**config.mk**
```make
export PLATFORM = sky130hd
export DESIGN_NAME = pwm_multi
export DESIGN_NICKNAME = d
export VERILOG_FILES = /design/src/rtl/pwm_multi.sv
export SDC_FILE = /design/constraint.sdc
export NUM_CORES = 1
export LEC_CHECK = 0
export CAP_MARGIN = 40
export CORE_MARGIN = 10
export CORE_UTILIZATION = 51
export CTS_CLUSTER_SIZE = 28
export DETAILED_ROUTE_END_ITERATION = 7
export GPL_TIMING_DRIVEN = 1
export PLACE_DENSITY = 0.76
export SLEW_MARGIN = 25
export SYNTH_ARGS = -nofsm -noshare
export SYNTH_HDL_FRONTEND = slang
export SYNTH_SLANG_ARGS = --single-unit
```
**constraint.sdc**
```tcl
create_clock -name clk -period 2.33 [get_ports clk]
set_clock_uncertainty 0.05 [all_clocks]
set_input_delay 0.466 -clock clk [delete_from_list [all_inputs] [get_ports clk]]
set_output_delay 0.466 -clock clk [all_outputs]
set_load 0.02 [all_outputs]
```
**src/rtl/pwm_multi.sv**
```systemverilog
// pwm_multi: shared-counter multi-channel PWM with edge/centre modes and boundary-synchronised double-buffered duty/period.
module pwm_multi #(
  parameter int CBITS = 11,
  parameter int CHANNELS = 3,
  parameter logic [CBITS-1:0] PERIOD_RST = '1
) (
  input  logic                         clk,
  input  logic                         rst,
  input  logic                         en,
  input  logic                         center,
  input  logic                         load,
  input  logic [CBITS-1:0]             period_in,
  input  logic [CHANNELS*CBITS-1:0]    duty_in,
  output logic [CHANNELS-1:0]          pulse,
  output logic                         period_start,
  output logic                         pending
);
  logic [CBITS-1:0] r_cnt, r_per_act, r_per_shd;
  logic [CHANNELS*CBITS-1:0] r_duty_act, r_duty_shd;
  logic r_down, r_mode, r_fresh;
  logic w_wrap, w_down_nxt;
  logic [CBITS-1:0] w_cnt_nxt;
  logic [CHANNELS-1:0] w_pulse;
  // r_down means the next step is a decrement; it is set on reaching the top so the turn-around sample is counted once
  always_comb begin
    w_wrap = r_mode ? (r_per_act == '0 || (r_down && r_cnt == CBITS'(1))) : r_cnt == r_per_act;
    w_cnt_nxt = w_wrap ? '0 : (r_mode && r_down) ? r_cnt - 1'b1 : r_cnt + 1'b1;
    w_down_nxt = w_wrap ? 1'b0 : (r_mode && w_cnt_nxt == r_per_act) ? 1'b1 : r_down;
  end
  for (genvar g = 0; g < CHANNELS; g++) begin : g_cmp
    assign w_pulse[g] = r_cnt < r_duty_act[g*CBITS +: CBITS];
  end
  always_ff @(posedge clk) begin
    if (rst) begin
      r_cnt <= '0;
      r_down <= 1'b0;
      r_per_act <= PERIOD_RST;
      r_per_shd <= PERIOD_RST;
      r_duty_act <= '0;
      r_duty_shd <= '0;
      r_mode <= 1'b0;
      r_fresh <= 1'b1;
      pulse <= '0;
      period_start <= 1'b0;
      pending <= 1'b0;
    end else begin
      if (en) begin
        r_cnt <= w_cnt_nxt;
        r_down <= w_down_nxt;
        pulse <= w_pulse;
        period_start <= w_wrap | r_fresh;
        r_fresh <= 1'b0;
      end else begin
        pulse <= '0;
        period_start <= 1'b0;
      end
      if (en && w_wrap) begin
        r_mode <= center;
        pending <= 1'b0;
        if (load || pending) begin
          r_per_act <= load ? period_in : r_per_shd;
          r_duty_act <= load ? duty_in : r_duty_shd;
        end
      end else if (load) begin
        pending <= 1'b1;
      end
      if (load) begin
        r_per_shd <= period_in;
        r_duty_shd <= duty_in;
      end
    end
  end
endmodule

```
* After elaboration in Yosys (flattened, before gate mapping)
Cells that the tools add are included. Widths: inputs -> output; s select.
Word-level totals: flip-flop bits (word level) 107
Operators by class: bitwise operators 2, muxes and demuxes 7, equality and inequality tests 3, $lt $le $gt $ge 3, $add $sub $neg 2, reductions and logical operators 12
Operators by type and width (number):
- $lt 11x11->1 | 3
- $mux 11 | 3
- $mux 33 | 1
- $eq 11x11->1 | 2
- $add 11x1->11 const B | 1
- $eq 11x1->1 const B | 1
- $logic_not 11->1 | 1
- $sub 11x1->11 const B | 1
- $logic_and 1x1->1 | 4
- $reduce_and 2->1 | 2
- $reduce_or 2->1 | 2
- $mux 1 | 3
- $logic_or 1x1->1 | 2
- $reduce_bool 2->1 | 1
- $not 1->1 | 1
- $or 1x1->1 | 1

* Longest topological paths before layout
Gate-level depths: netlist (run 1).
word-level depth 9, depth in mapped cells 12, depth with buffers taken out 10

* Least setup slack after synthesis (run 1)
Ideal clock, no wire load.
path type reg2reg, start reg r_cnt[1], end reg r_down, arrival 2.423 ns, cell stages (with the launch flop) 11, buffers on the path 0, slack -0.212 ns, clock period less this slack 2.542 ns, path through dfxtp_1 -> inv_1 -> ha_1 -> nor4b_1 -> and4_1 -> a31o_1 -> or2_4 -> or4_1 -> nor3_1 -> o2111ai_1 -> o21ai_1
On the way: word-level cells in the longest chain between the ends 9, elaborated cells between the ends (all ways) 14
Ends and longest elaborated chain:
- from (decl) | RTL line 18 | logic [CBITS-1:0] r_cnt, r_per_act, r_per_shd;
- from (signal assigned) | RTL line 48 | r_cnt <= w_cnt_nxt;
- branches (longest 9 deep; another with $add 11x1->11)
- to (signal assigned) | RTL line 49 | r_down <= w_down_nxt;
- to (decl) | RTL line 20 | logic r_down, r_mode, r_fresh;
Parallel ways; which one is timed is not known. A chain may end at the register's enable or synchronous reset.

* Worst setup path in the final report (run 1)
Ends and elaborated chain as after synthesis.

==> run_results.csv, run 1 <==
group,metric,value,unit
placed_design,routabilityCongestion,0.861,
cts,clk_pin_slew,0.10,ns
sta,drv_slew,0,
job,max-cap-violations,0,
placed_design,pre_cts_ws,-0.138,ns
cts,cts.sinks,107,
yosys,syn-num-nets,654,
global_routing,grt_start_max_net_pins,104,
routing,detail-route-antenna-nets,0,
floorplan,die_w,121,um
status,status,"complete, but fails checks",
sta,max_slew_margin,0.650,
worst_setup_path,worstSetupPathDepth,10,
yosys,synthAdderAreaFrac,0.0797,
global_routing,overflow,0,
sta,tns,-0.203,ns
final_layout,layout_common_cells,"nor2_1, dfxtp_1, buf_4",
global_routing,grt_antenna_before_repair,0,
sta,fin_ws,-0.0504,ns
yosys,ys_seq_elements,107,
placed_design,dp_hpwl,10.2,mm
yosys,seq_area_frac_synth,0.414,
cts,cts.path.max_buffers,2,
yosys,synth.distinct_cells,57,
final_layout,final_common_cell,"nor2_1",
routing,via_per_inst,5.49,
global_routing,grt_first_pass_wirelength,22.3,mm
cts,hold_buffers,0,
worst_setup_path,timing.rr.start,"r_cnt[1]$_SDFFE_PP0P_",
worst_setup_path,critPathLaunch,"r_cnt[1]$_SDFFE_PP0P_",
cts,cts_tree,"yes",
yosys,synth_edf_count,0,
routing,post-route-drc-count,0,
worst_setup_path,cp_num_buf_inv,1,
worst_setup_path,crit_end,"r_down$_SDFFE_PP0P_",
routing,drt_iter0_drc,238,
cts,htree_levels,3,
final_layout,final_nets,762,
worst_setup_path,crit_chain,"inv_4 > ha_4 > nor4b_4 > and4_1 > a31o_1 > or2_4 > or4_4 > nor3_2 > o2111ai_1 > o21ai_1",
yosys,synth_top_family_by_area,"simple AND/OR/NAND/NOR gates",
power,vdd_ir_drop_max,442,uV
final_layout,nFillCells,822,
routing,via_count,4491,
status,violations,"negative setup slack",
placed_design,port_buffers,53,
worst_setup_path,cp.arrival,2.65,ns
final_layout,diodes,0,
worst_setup_path,reg2reg_to,"r_down$_SDFFE_PP0P_",
yosys,avgSynthCellArea,9.06,um^2
worst_setup_path,max_stage_delay,0.49,ns
power,finalPower,3350,uW
floorplan,die_h,121,um
final_layout,fin_util,0.698,
routing,first_pass_iters,5,
sta,setup_viol,10,
routing,wl_per_cell,17.7,um
worst_setup_path,start_kind,"flip-flop",
floorplan,row_count,36,
global_routing,grtUsageTotal,0.190,
worst_setup_path,worstPathMaxFanout,4,
yosys,synthCells,572,
floorplan,die_area,14600,um^2
cts,insertion_delay,0.38,ns
sta,rsz0062_at_grt,"true",
yosys,synth_xor_area_frac,0.0389,
yosys,synth_area,5180,um^2
power,total_leakage_power,0.00261,uW
final_layout,area_growth,32.2,%
worst_setup_path,ff2ff_setup_slack,-0.05,ns
floorplan,start_util,0.528,
sta,fin_crit_sh,1.02,
hold_path,min_path_type,"flip-flop to flip-flop",
worst_setup_path,reg2reg_depth,10,
worst_setup_path,crit_type,"flip-flop to flip-flop",
sta,finalHoldViolCount,0,
yosys,synth_flop_cell,"dfxtp_1",
final_layout,drive_above_1_share,0.231,
global_routing,grt_pass1_vias,4418,
sta,worstMarginPinSlew,0.525,ns
sta,clock.fmax,0.420,GHz
floorplan,io_pins,54,
yosys,synth_mux_area_frac,0.0870,
yosys,synth_warnings,0,
routing,wirelength,14.5,mm
power,pwr_density_cell,489,nW/um^2
worst_setup_path,cp_top_family,"simple AND/OR/NAND/NOR gates",
cts,cts_root_buf,"clkbuf_8",
worst_setup_path,slowest_stage,"or4_4",
yosys,synth_compound_area_frac,0.161,
worst_setup_path,end_kind,"flip-flop",
floorplan,core_area,9820,um^2
sta,post-route-min-period,2.38,ns
worst_setup_path,required,2.60,ns
cts,cts_made_buffers,9,
yosys,ys_async_sr_fraction,0,
yosys,yosys.area_share.simple,0.163,
## how the worst min path moves through the flow
stage               slack (ns)            startpoint  cells after the start                   end
global placement          0.38  r_fresh$_SDFFE_PP1P_                      1  r_fresh$_SDFFE_PP1P_
floorplan                 0.38  r_fresh$_SDFFE_PP1P_                      1  r_fresh$_SDFFE_PP1P_
finish                    0.43  r_fresh$_SDFFE_PP1P_                      1  r_fresh$_SDFFE_PP1P_
global route              0.45  r_fresh$_SDFFE_PP1P_                      1  r_fresh$_SDFFE_PP1P_
detailed placement        0.40  r_fresh$_SDFFE_PP1P_                      1  r_fresh$_SDFFE_PP1P_
CTS                       0.43  r_fresh$_SDFFE_PP1P_                      1  r_fresh$_SDFFE_PP1P_
## metal layers
metal	wire length, um	GRT usage	share of wire	up-vias
met5	0	0	0	-
met3	616	0.0391	0.043	21
met2	7190	0.323	0.50	104
met4	264	0.0551	0.018	0
li1	-	-	-	2209
met1	6430	0.237	0.44	2157
## power by group
group | internal [uW] | switching (uW) | leakage, uW
sequential | 1880 | 19.0 | 0.000878
combinational | 179 | 174 | 0.00164
clock | 415 | 682 | 0.0000942
## per-stage QoR
step | instances | area [um^2] | hold WS (ns)
6_report | 818 | 6850 | 0.431
5_1_grt | 818 | 6850 | 0.453
4_1_cts | 815 | 6610 | 0.430
3_5_place_dp | 795 | 6290 | 0.405
3_3_place_gp | 795 | 6290 | 0.383
2_1_floorplan | 572 | 5180 | 0.377
## sequential cells by signal, indices dropped and copies added, names as in the netlist
register	count
r_cnt	11
period_start	1
pulse	3
r_per_shd	11
r_duty_act	33
r_fresh	1
r_per_act	11
r_down	1
r_duty_shd	33
r_mode	1
pending	1
## worst register-to-register path, stage by stage (launching register included)
cell and delay [ns]:
dfxtp_4 0.39, inv_4 0.04, ha_4 0.14, nor4b_4 0.12, and4_1 0.22, a31o_1 0.20, or2_4 0.28, or4_4 0.49
nor3_2 0.11, o2111ai_1 0.13, o21ai_1 0.15
## layout make-up
type,count,area (um^2),share of cell area
inverter,34,130,0.0190
sequential,107,2160,0.315
clock buffer,10,128,0.0186
timing repair buffer,132,1240,0.181
multi-input combinational,396,2970,0.434
tap,133,166,0.0243
clock inverter,6,55.1,0.00804
## cells in the mapped netlist (all sizes together), types with 2 or more instances
master | number | area, um^2
nor4 | 3 | 18.8
a21boi | 5 | 41.3
buf | 17 | 98.8
ha | 33 | 413
xor2 | 5 | 43.8
mux2i | 45 | 450
or3 | 2 | 17.5
nor2b | 2 | 12.5
a21o | 3 | 22.5
nor4b | 2 | 17.5
o21a | 3 | 22.5
clkbuf | 18 | 67.6
xnor2 | 18 | 158
o22ai | 2 | 12.5
a21oi | 21 | 109
inv | 33 | 124
o21ai | 20 | 100
o2111ai | 4 | 35.0
a211oi | 35 | 263
nor2 | 110 | 415
nand2 | 13 | 48.8
nand2b | 13 | 81.3
dfxtp | 107 | 2140
nor3 | 10 | 50.1
nand4 | 7 | 43.8
a211o | 11 | 96.3
o31ai | 2 | 20.0
nor3b | 3 | 22.5
a22oi | 4 | 30.0
or4 | 2 | 15.0
## repair_timing
item / 4_1_cts / 5_1_grt
setup endpoints to repair: 46 / 49
cloned: 2 / 2
buffers inserted: 2 / 2
pin swaps: 2 / 12
resized for setup: 12 / 49
## kinds of logic after synthesis
logic type	after synthesis
buffers and inverters	69
multiplexers	45
AO/OA/AOI/OAI	118
adder cells (fa/ha/maj)	33
XOR/XNOR	23
AND/OR/NAND/NOR	177
flip-flops	107
Note: power is estimated with default switching activity, not from simulation.
==> run 2: changes to the inputs <==
CAP_MARGIN = 20   (was 40)
==> results of run 2 <==
Same layout as run 1: the final DEF is identical, and so are final timing and power.
==> run 3: changes to the inputs <==
CAP_MARGIN = default   (was 20)
==> results of run 3 <==
Same layout as run 1: the final DEF is identical, and so are final timing and power.
